`src/rtl/graph_lut_unary_ctrl_if.sv`:
```
// graph_lut_unary_ctrl_if: command, SRAM, LUT and status bundle for the LUT unary-op controller
interface graph_lut_unary_ctrl_if #(
  parameter int ADDR_W = 16,
  parameter int LEN_W  = 16
);
  logic              cmd_valid;
  logic              cmd_ready;
  logic [ADDR_W-1:0] cmd_src_base;
  logic [ADDR_W-1:0] cmd_dst_base;
  logic [LEN_W-1:0]  cmd_len;
  logic              rd_en;
  logic [ADDR_W-1:0] rd_addr;
  logic [7:0]        rd_data;
  logic [7:0]        lut_addr;
  logic [7:0]        lut_data;
  logic              wr_en;
  logic [ADDR_W-1:0] wr_addr;
  logic [7:0]        wr_data;
  logic              busy;
  logic              done;
  modport slave (
    input  cmd_valid, cmd_src_base, cmd_dst_base, cmd_len, rd_data, lut_data,
    output cmd_ready, rd_en, rd_addr, lut_addr, wr_en, wr_addr, wr_data, busy, done
  );
  modport master (
    output cmd_valid, cmd_src_base, cmd_dst_base, cmd_len, rd_data, lut_data,
    input  cmd_ready, rd_en, rd_addr, lut_addr, wr_en, wr_addr, wr_data, busy, done
  );
endinterface

```
`src/rtl/graph_lut_unary_ctrl.sv`:
```
// graph_lut_unary_ctrl: streams a tensor through a shared LUT ROM, 1 element/cycle; optional perf counter via GRAPH_LUT_CTRL_PERF_EN
module graph_lut_unary_ctrl #(
  parameter int ADDR_W = 16,
  parameter int LEN_W  = 16
) (
  input  logic clk,
  input  logic rst,
`ifdef GRAPH_LUT_CTRL_PERF_EN
  output logic [31:0] perf_cycles,
`endif
  graph_lut_unary_ctrl_if.slave bus
);
  typedef enum logic [1:0] {IDLE, ISSUE, DRAIN, DONE} state_t;
  localparam logic [LEN_W-1:0] ONE = 1;
  state_t            state_q, state_d;
  logic [ADDR_W-1:0] src_q, src_d, dst_q, dst_d;
  logic [LEN_W-1:0]  len_q, len_d, idx_q, idx_d;
  logic              s1_v_q, s2_v_q;
  logic [ADDR_W-1:0] s1_a_q, s2_a_q;
  logic              accept;
  assign accept        = bus.cmd_valid && bus.cmd_ready;
  assign bus.cmd_ready = state_q == IDLE && !rst;
  assign bus.rd_en     = state_q == ISSUE;
  assign bus.rd_addr   = bus.rd_en ? src_q + ADDR_W'(idx_q) : '0;
  assign bus.lut_addr  = bus.rd_data;
  assign bus.wr_en     = s2_v_q;
  assign bus.wr_addr   = s2_v_q ? s2_a_q : '0;
  assign bus.wr_data   = bus.lut_data;
  assign bus.busy      = state_q != IDLE;
  assign bus.done      = state_q == DONE;
  // Next state and command latching; DRAIN exits once stage1 is empty, since stage2 then empties on the same edge
  always_comb begin
    state_d = state_q;
    src_d   = src_q;
    dst_d   = dst_q;
    len_d   = len_q;
    idx_d   = idx_q;
    case (state_q)
      IDLE: if (accept) begin
        src_d   = bus.cmd_src_base;
        dst_d   = bus.cmd_dst_base;
        len_d   = bus.cmd_len;
        idx_d   = '0;
        state_d = bus.cmd_len == '0 ? DONE : ISSUE;
      end
      ISSUE: begin
        idx_d   = idx_q + ONE;
        state_d = idx_q == len_q - ONE ? DRAIN : ISSUE;
      end
      DRAIN:   state_d = s1_v_q ? DRAIN : DONE;
      default: state_d = IDLE;
    endcase
  end
  // FSM and command registers
  always_ff @(posedge clk) begin
    if (rst) begin
      state_q <= IDLE;
      src_q   <= '0;
      dst_q   <= '0;
      len_q   <= '0;
      idx_q   <= '0;
    end else begin
      state_q <= state_d;
      src_q   <= src_d;
      dst_q   <= dst_d;
      len_q   <= len_d;
      idx_q   <= idx_d;
    end
  end
  // Two-stage in-flight pipe matching SRAM read latency plus registered LUT output
  always_ff @(posedge clk) begin
    if (rst) begin
      s1_v_q <= 1'b0;
      s2_v_q <= 1'b0;
      s1_a_q <= '0;
      s2_a_q <= '0;
    end else begin
      s1_v_q <= bus.rd_en;
      s2_v_q <= s1_v_q;
      s1_a_q <= dst_q + ADDR_W'(idx_q);
      s2_a_q <= s1_a_q;
    end
  end
`ifdef GRAPH_LUT_CTRL_PERF_EN
  logic [31:0] perf_q;
  assign perf_cycles = perf_q;
  // Busy-cycle counter, cleared per command, saturating, frozen in IDLE
  always_ff @(posedge clk) begin
    if (rst || accept) perf_q <= '0;
    else if (bus.busy && perf_q != 32'hFFFF_FFFF) perf_q <= perf_q + 32'd1;
  end
`endif
endmodule

```
`src/flat_wrapper.sv`:
```
// flat-port wrapper written by rule: the top's interface ports become plain ports
module graph_lut_unary_ctrl_flat 
#(
  parameter int ADDR_W = 16,
  parameter int LEN_W  = 16
)
  (clk, rst, bus_cmd_valid, bus_cmd_src_base, bus_cmd_dst_base, bus_cmd_len, bus_rd_data, bus_lut_data, bus_cmd_ready, bus_rd_en, bus_rd_addr, bus_lut_addr, bus_wr_en, bus_wr_addr, bus_wr_data, bus_busy, bus_done);
  graph_lut_unary_ctrl_if #(.ADDR_W(ADDR_W), .LEN_W(LEN_W)) bus_i ();
  input  logic clk;
  input  logic rst;
  input wire logic [$bits(bus_i.cmd_valid)-1:0] bus_cmd_valid;
  input wire logic [$bits(bus_i.cmd_src_base)-1:0] bus_cmd_src_base;
  input wire logic [$bits(bus_i.cmd_dst_base)-1:0] bus_cmd_dst_base;
  input wire logic [$bits(bus_i.cmd_len)-1:0] bus_cmd_len;
  input wire logic [$bits(bus_i.rd_data)-1:0] bus_rd_data;
  input wire logic [$bits(bus_i.lut_data)-1:0] bus_lut_data;
  output wire logic [$bits(bus_i.cmd_ready)-1:0] bus_cmd_ready;
  output wire logic [$bits(bus_i.rd_en)-1:0] bus_rd_en;
  output wire logic [$bits(bus_i.rd_addr)-1:0] bus_rd_addr;
  output wire logic [$bits(bus_i.lut_addr)-1:0] bus_lut_addr;
  output wire logic [$bits(bus_i.wr_en)-1:0] bus_wr_en;
  output wire logic [$bits(bus_i.wr_addr)-1:0] bus_wr_addr;
  output wire logic [$bits(bus_i.wr_data)-1:0] bus_wr_data;
  output wire logic [$bits(bus_i.busy)-1:0] bus_busy;
  output wire logic [$bits(bus_i.done)-1:0] bus_done;
  assign bus_i.cmd_valid = bus_cmd_valid;
  assign bus_i.cmd_src_base = bus_cmd_src_base;
  assign bus_i.cmd_dst_base = bus_cmd_dst_base;
  assign bus_i.cmd_len = bus_cmd_len;
  assign bus_i.rd_data = bus_rd_data;
  assign bus_i.lut_data = bus_lut_data;
  assign bus_cmd_ready = bus_i.cmd_ready;
  assign bus_rd_en = bus_i.rd_en;
  assign bus_rd_addr = bus_i.rd_addr;
  assign bus_lut_addr = bus_i.lut_addr;
  assign bus_wr_en = bus_i.wr_en;
  assign bus_wr_addr = bus_i.wr_addr;
  assign bus_wr_data = bus_i.wr_data;
  assign bus_busy = bus_i.busy;
  assign bus_done = bus_i.done;
  graph_lut_unary_ctrl #(.ADDR_W(ADDR_W), .LEN_W(LEN_W)) u_core (.clk(clk), .rst(rst), .bus(bus_i));
endmodule
```
`config.mk`:
```
export PLATFORM = sky130hd
export DESIGN_NAME = graph_lut_unary_ctrl_flat
export DESIGN_NICKNAME = d
export VERILOG_FILES = /design/src/rtl/graph_lut_unary_ctrl_if.sv /design/src/rtl/graph_lut_unary_ctrl.sv /design/src/flat_wrapper.sv
export SDC_FILE = /design/constraint.sdc
export NUM_CORES = 1
export LEC_CHECK = 0
export CAP_MARGIN = 15
export CORE_MARGIN = 1.5
export CORE_UTILIZATION = 55
export CTS_CLUSTER_DIAMETER = 150
export DETAILED_ROUTE_END_ITERATION = 6
export PLACE_DENSITY = 0.93
export SETUP_SLACK_MARGIN = 0.15
export SYNTH_ARGS = -nofsm -noshare
export SYNTH_HDL_FRONTEND = slang
export SYNTH_SLANG_ARGS = --single-unit
export TNS_END_PERCENT = 10
```
`constraint.sdc`:
```
create_clock -name clk -period 5.2 [get_ports clk]
set_input_delay 0.52 -clock clk [delete_from_list [all_inputs] [get_ports clk]]
set_output_delay 0.52 -clock clk [all_outputs]
set_load 0.02 [all_outputs]
```
### Word-level counts from Yosys, hierarchy flattened

Index checks and enable logic that the tools add are counted.

* add/sub/neg operators: 4
* equal/unequal tests: 5
* mux-type cells: 9
* reduce and logical (&&, ||, !) cells: 9

Operators by type and width (count)
* 16-bit 2-to-1 mux: 3
* 16-bit adder: 2
* 16-bit one-hot mux with 2 select lines: 1
* 16-bit by 1-bit adder with 16-bit output, second input constant: 1
* 16-bit == test: 1
* 16-bit logical NOT: 1
* 16-bit by 1-bit subtractor with 16-bit output, second input constant: 1
* 2-bit 2-to-1 mux: 3
* 2-bit one-hot mux with 3 select lines: 1
* 2-bit == test, second input constant: 2
* 2-bit AND reduction: 2
* 2-bit nonzero test: 2
* 2-bit by 1-bit == test with 1-bit output, second input constant: 1
* 1-bit logical AND: 2
* 2-bit logical NOT: 1
* 2-bit by 1-bit inequality test with 1-bit output, second input constant: 1
* 1-bit logical NOT: 1
* 1-bit 2-to-1 mux: 1

* bits in registers: 100
* input bits: 67
* word-level logic and storage cells: 36

### Longest topological paths before layout

* depth in word-level cells: 5
* depth in mapped cells: 10

### Worst setup path after synthesis

Ideal clock, no wire load.

* path type: flip-flop to output port
* from: register u_core.idx_q[0]
* to: output port bus_rd_addr[14]
* arrival: 2.319 ns
* data required time: 4.680 ns
* setup slack: 2.361 ns
* stages on the path, launching flop included: 10
* buffers on the path: 0
* cells stage by stage: dfxtp_1 ha_1 fa_1 a211oi_1 o21bai_1 a21oi_1 o21ai_1 o41ai_1 xor2_1 nor2_1

* cells in the longest elaborated chain, start to end: 2

Ends and longest elaborated chain
* start, declared: line graph_lut_unary_ctrl.sv:17 `logic [LEN_W-1:0] len_q, len_d, idx_q, idx_d;`
* start signal, assigned: line graph_lut_unary_ctrl.sv:67 `idx_q <= idx_d;`
* 16-bit adder: line graph_lut_unary_ctrl.sv:24 `assign bus.rd_addr = bus.rd_en ? src_q + ADDR_W'(idx_q) : '0;`
* 16-bit 2-to-1 mux: line graph_lut_unary_ctrl.sv:24
* end, declared: line flat_wrapper.sv:19 `output wire logic [$bits(bus_i.rd_addr)-1:0] bus_rd_addr;`

No other way between the ends.

### Worst setup path after layout

Same ends and word-level chain as after synthesis.

==> flow_summary.yaml <==
run_status:
  status: "finished, final reports clean"
yosys:
  synth_commonest_cells: "nand2_1, dfxtp_1, nor2_1"
  synth_area_leader_cell: "dfxtp_1"
  synth.distinct_cells: 57
  syn_area_um2: 5580
  synth.most_common_cell: "nand2_1"
  synth_edf_count: 0
  ys.warnings.count: 0
  dominantRegCellSynth: "dfxtp_1"
  async_reset_ff_share_pct: 0
  netlist_instances: 687
  synth_top_area_share_pct: 35.9
  synth_seq_area_share_pct: 35.9
  syn_avg_cell_area_um2: 8.13
  synth-seq-cells: 100
  synth.area.top_cells: "dfxtp_1, nand2_1, ha_1"
  syn_nets: 788
global_route:
  grt_antenna_before_repair: 0
  grt_pass1_wl_um: 22300
  gr-usage-all-layers_pct: 25.2
  overflow: 0
  grt_max_degree: 104
  grt_pass1_vias: 4774
sta:
  period_needed_ns: 4.04
  post-route-period-util_pct: 77.7
  slew_headroom_pct: 29.2
  tightest_slew_ns: 1.06
  setup_viol: 0
  fmax_mhz: 247
  rsz0062_at_grt: "no"
  fin_tns_setup_ns: 0
  hold_violations: 0
  slew_violations: 0
  skew_ns: 0.0131
floorplan:
  start_util_pct: 56.9
  die_w_um: 104
  dieArea_um2: 10800
  num_rows: 36
  core_um2: 9820
  pin_count: 120
  die_y_um: 104
cts:
  clk_pin_slew_ns: 0.10
  cts_resized: 0
  postCtsSetupBuffers: 0
  clock-sinks: 100
  cts_max_level: 3
  cts_buffers: 9
  cts_tree: "yes"
  clkLatencyLatePin_ns: 0.37
  clockRootBuffer: "clkbuf_8"
  clockBufferDepth: 2
  cts_hold_buf: 0
hold_path:
  min-delay-start: "u_core.s1_a_q[4]"
  hp-class: "register to register"
placed_design:
  dp_cells: 864
  hpwl_um: 9710
  io_buffers: 87
  gp_congestion: 0.900
power_and_ir_drop:
  p_per_area_nw_per_um2: 243
  max-vdd-ir-drop_mv: 0.152
  swShare_pct: 27.2
  power_frac_seq_pct: 52.4
  p_switching_mw: 0.437
  pwr-share-comb_pct: 16.4
  clkPwrFrac_pct: 31.2
  p_leak_nw: 2.76
  intPower_mw: 1.17
setup_path:
  required_ns: 4.68
  end_kind: "output pin"
  cpPeakStageDelay_ns: 0.63
  startpoint: "u_core.idx_q[0]"
  cp_max_fo: 7
  path_delay_family: "compound AO/OA/AOI/OAI gates"
  r2r-start: "u_core.idx_q[0]"
  path_buf_inv: 1
  slowest_stage: "clkdlybuf4s50_1"
  worstPathCellList: "ha_1, fa_1, a211oi_1, o21bai_1, a21oi_1, o21ai_1, o41ai_1, xor2_1, nor2_1, clkdlybuf4s50_1"
  arrival_ns: 3.52
  path_class: "register to output pin"
  cp-start-kind: "register"
finish:
  drive_gt1_share_pct: 4.15
  final_nets: 843
  layout.cells.non_filler: 880
  antenna_cells: 0
  syn_to_final_growth_pct: 18.3
routing:
  drt.antenna.violating_nets: 0
  wl_um: 13300
  viasPerCell: 5.64
  drc: 0
  vias: 4965
  wire_per_inst_um: 15.1
  drt-pass1-iter-count: 5
  drt_iter0_drc: 380
job:
  cap_viol_max_count: 0
-- final timing paths --
path / end / slack [ns] / depth (start not counted)
min: u_core.s2_a_q[4] / 0.44 / 1
max reg2reg: u_core.s1_a_q[14] / 2.57 / 10
max: bus_rd_addr[14] / 1.16 / 10
min reg2reg: u_core.s2_a_q[4] / 0.44 / 1
-- cell usage in the layout, fill, tap and decap left out, types with 7 or more instances in the layout --
| cell type | instances |
|---|---|
| dfxtp_1 | 100 |
| clkdlybuf4s50_1 | 86 |
| xnor2_1 | 21 |
| inv_1 | 15 |
| ha_1 | 32 |
| xor2_1 | 22 |
| a21o_1 | 7 |
| nand2_1 | 119 |
| nand3_1 | 13 |
| nand3b_1 | 46 |
| nor2b_1 | 21 |
| o21ai_0 | 15 |
| and2_1 | 22 |
| clkbuf_8 | 10 |
| nor3_1 | 12 |
| a21oi_1 | 38 |
| or3_1 | 7 |
| nor2_1 | 58 |
-- power by group through the flow --
stage / combinational, mW / sequential (mW) / clock, mW
6_report: 0.264 / 0.840 / 0.501
4_1_cts: 0.261 / 0.839 / 0.505
5_1_grt: 0.288 / 0.845 / 0.542
3_3_place_gp: 0.251 / 0.854 / 0
2_1_floorplan: 0.192 / 0.842 / 0
3_5_place_dp: 0.259 / 0.856 / 0
-- through the flow --
step           power [mW]  hold slack (ns)  utilization (%)  instance area [um2]  worst slack (ns)
6_report             1.60            0.440             67.3                 6610              1.16
5_1_grt              1.67            0.458             67.3                 6610             0.904
4_1_cts              1.61            0.443             67.3                 6610              1.20
3_5_place_dp         1.12            0.422             65.2                 6400              1.63
3_3_place_gp         1.10            0.420             65.2                 6400              1.75
2_1_floorplan        1.03            0.414                -                 5580              2.36
-- sequential cells by signal, indices dropped and copies added, names as in the netlist --
| signal | cells |
|---|---|
| u_core.dst_q | 16 |
| u_core.s1_a_q | 16 |
| u_core.src_q | 16 |
| u_core.state_q | 2 |
| u_core.s1_v_q | 1 |
| u_core.bus.wr_en | 1 |
| u_core.idx_q | 16 |
| u_core.len_q | 16 |
| u_core.s2_a_q | 16 |
-- cell type report --
class | instances | area, um2
multi-input cells | 524 | 3280
inverters | 16 | 60.1
repair buffers | 91 | 896
flip-flops and latches | 100 | 2000
well taps | 133 | 166
clock buffers | 10 | 138
fillers | 817 | 3210
clock inverters | 6 | 62.6
-- routing by layer --
metal	up-vias	global-route usage [%]	wire length, um
met5	-	0	0
met4	0	7.64	293
met3	41	6.10	853
met2	183	44.0	6410
met1	2281	30.7	5710
li1	2460	-	-
-- worst reg2reg max path: cells and delay by family, from the launching register on --
family,cells,cell delay [ns]
AOI/OAI and AO/OA,5,1.08
adders and majority gates,2,0.64
DFF,1,0.46
and+or+nand+nor,2,0.27
buffers and inverters,1,0.07
-- kinds of logic after synthesis --
| family | Yosys count | synth area share [%] |
|---|---|---|
| buffers and inverters | 63 | 5.38 |
| muxes | 6 | 1.17 |
| and+or+nand+nor | 332 | 30.6 |
| xor gates and xnor gates | 43 | 6.75 |
| AOI/OAI and AO/OA | 109 | 12.3 |
| DFF | 100 | 35.9 |
| adders and majority gates | 34 | 7.89 |
Note: power is estimated with default switching activity, not from simulation.
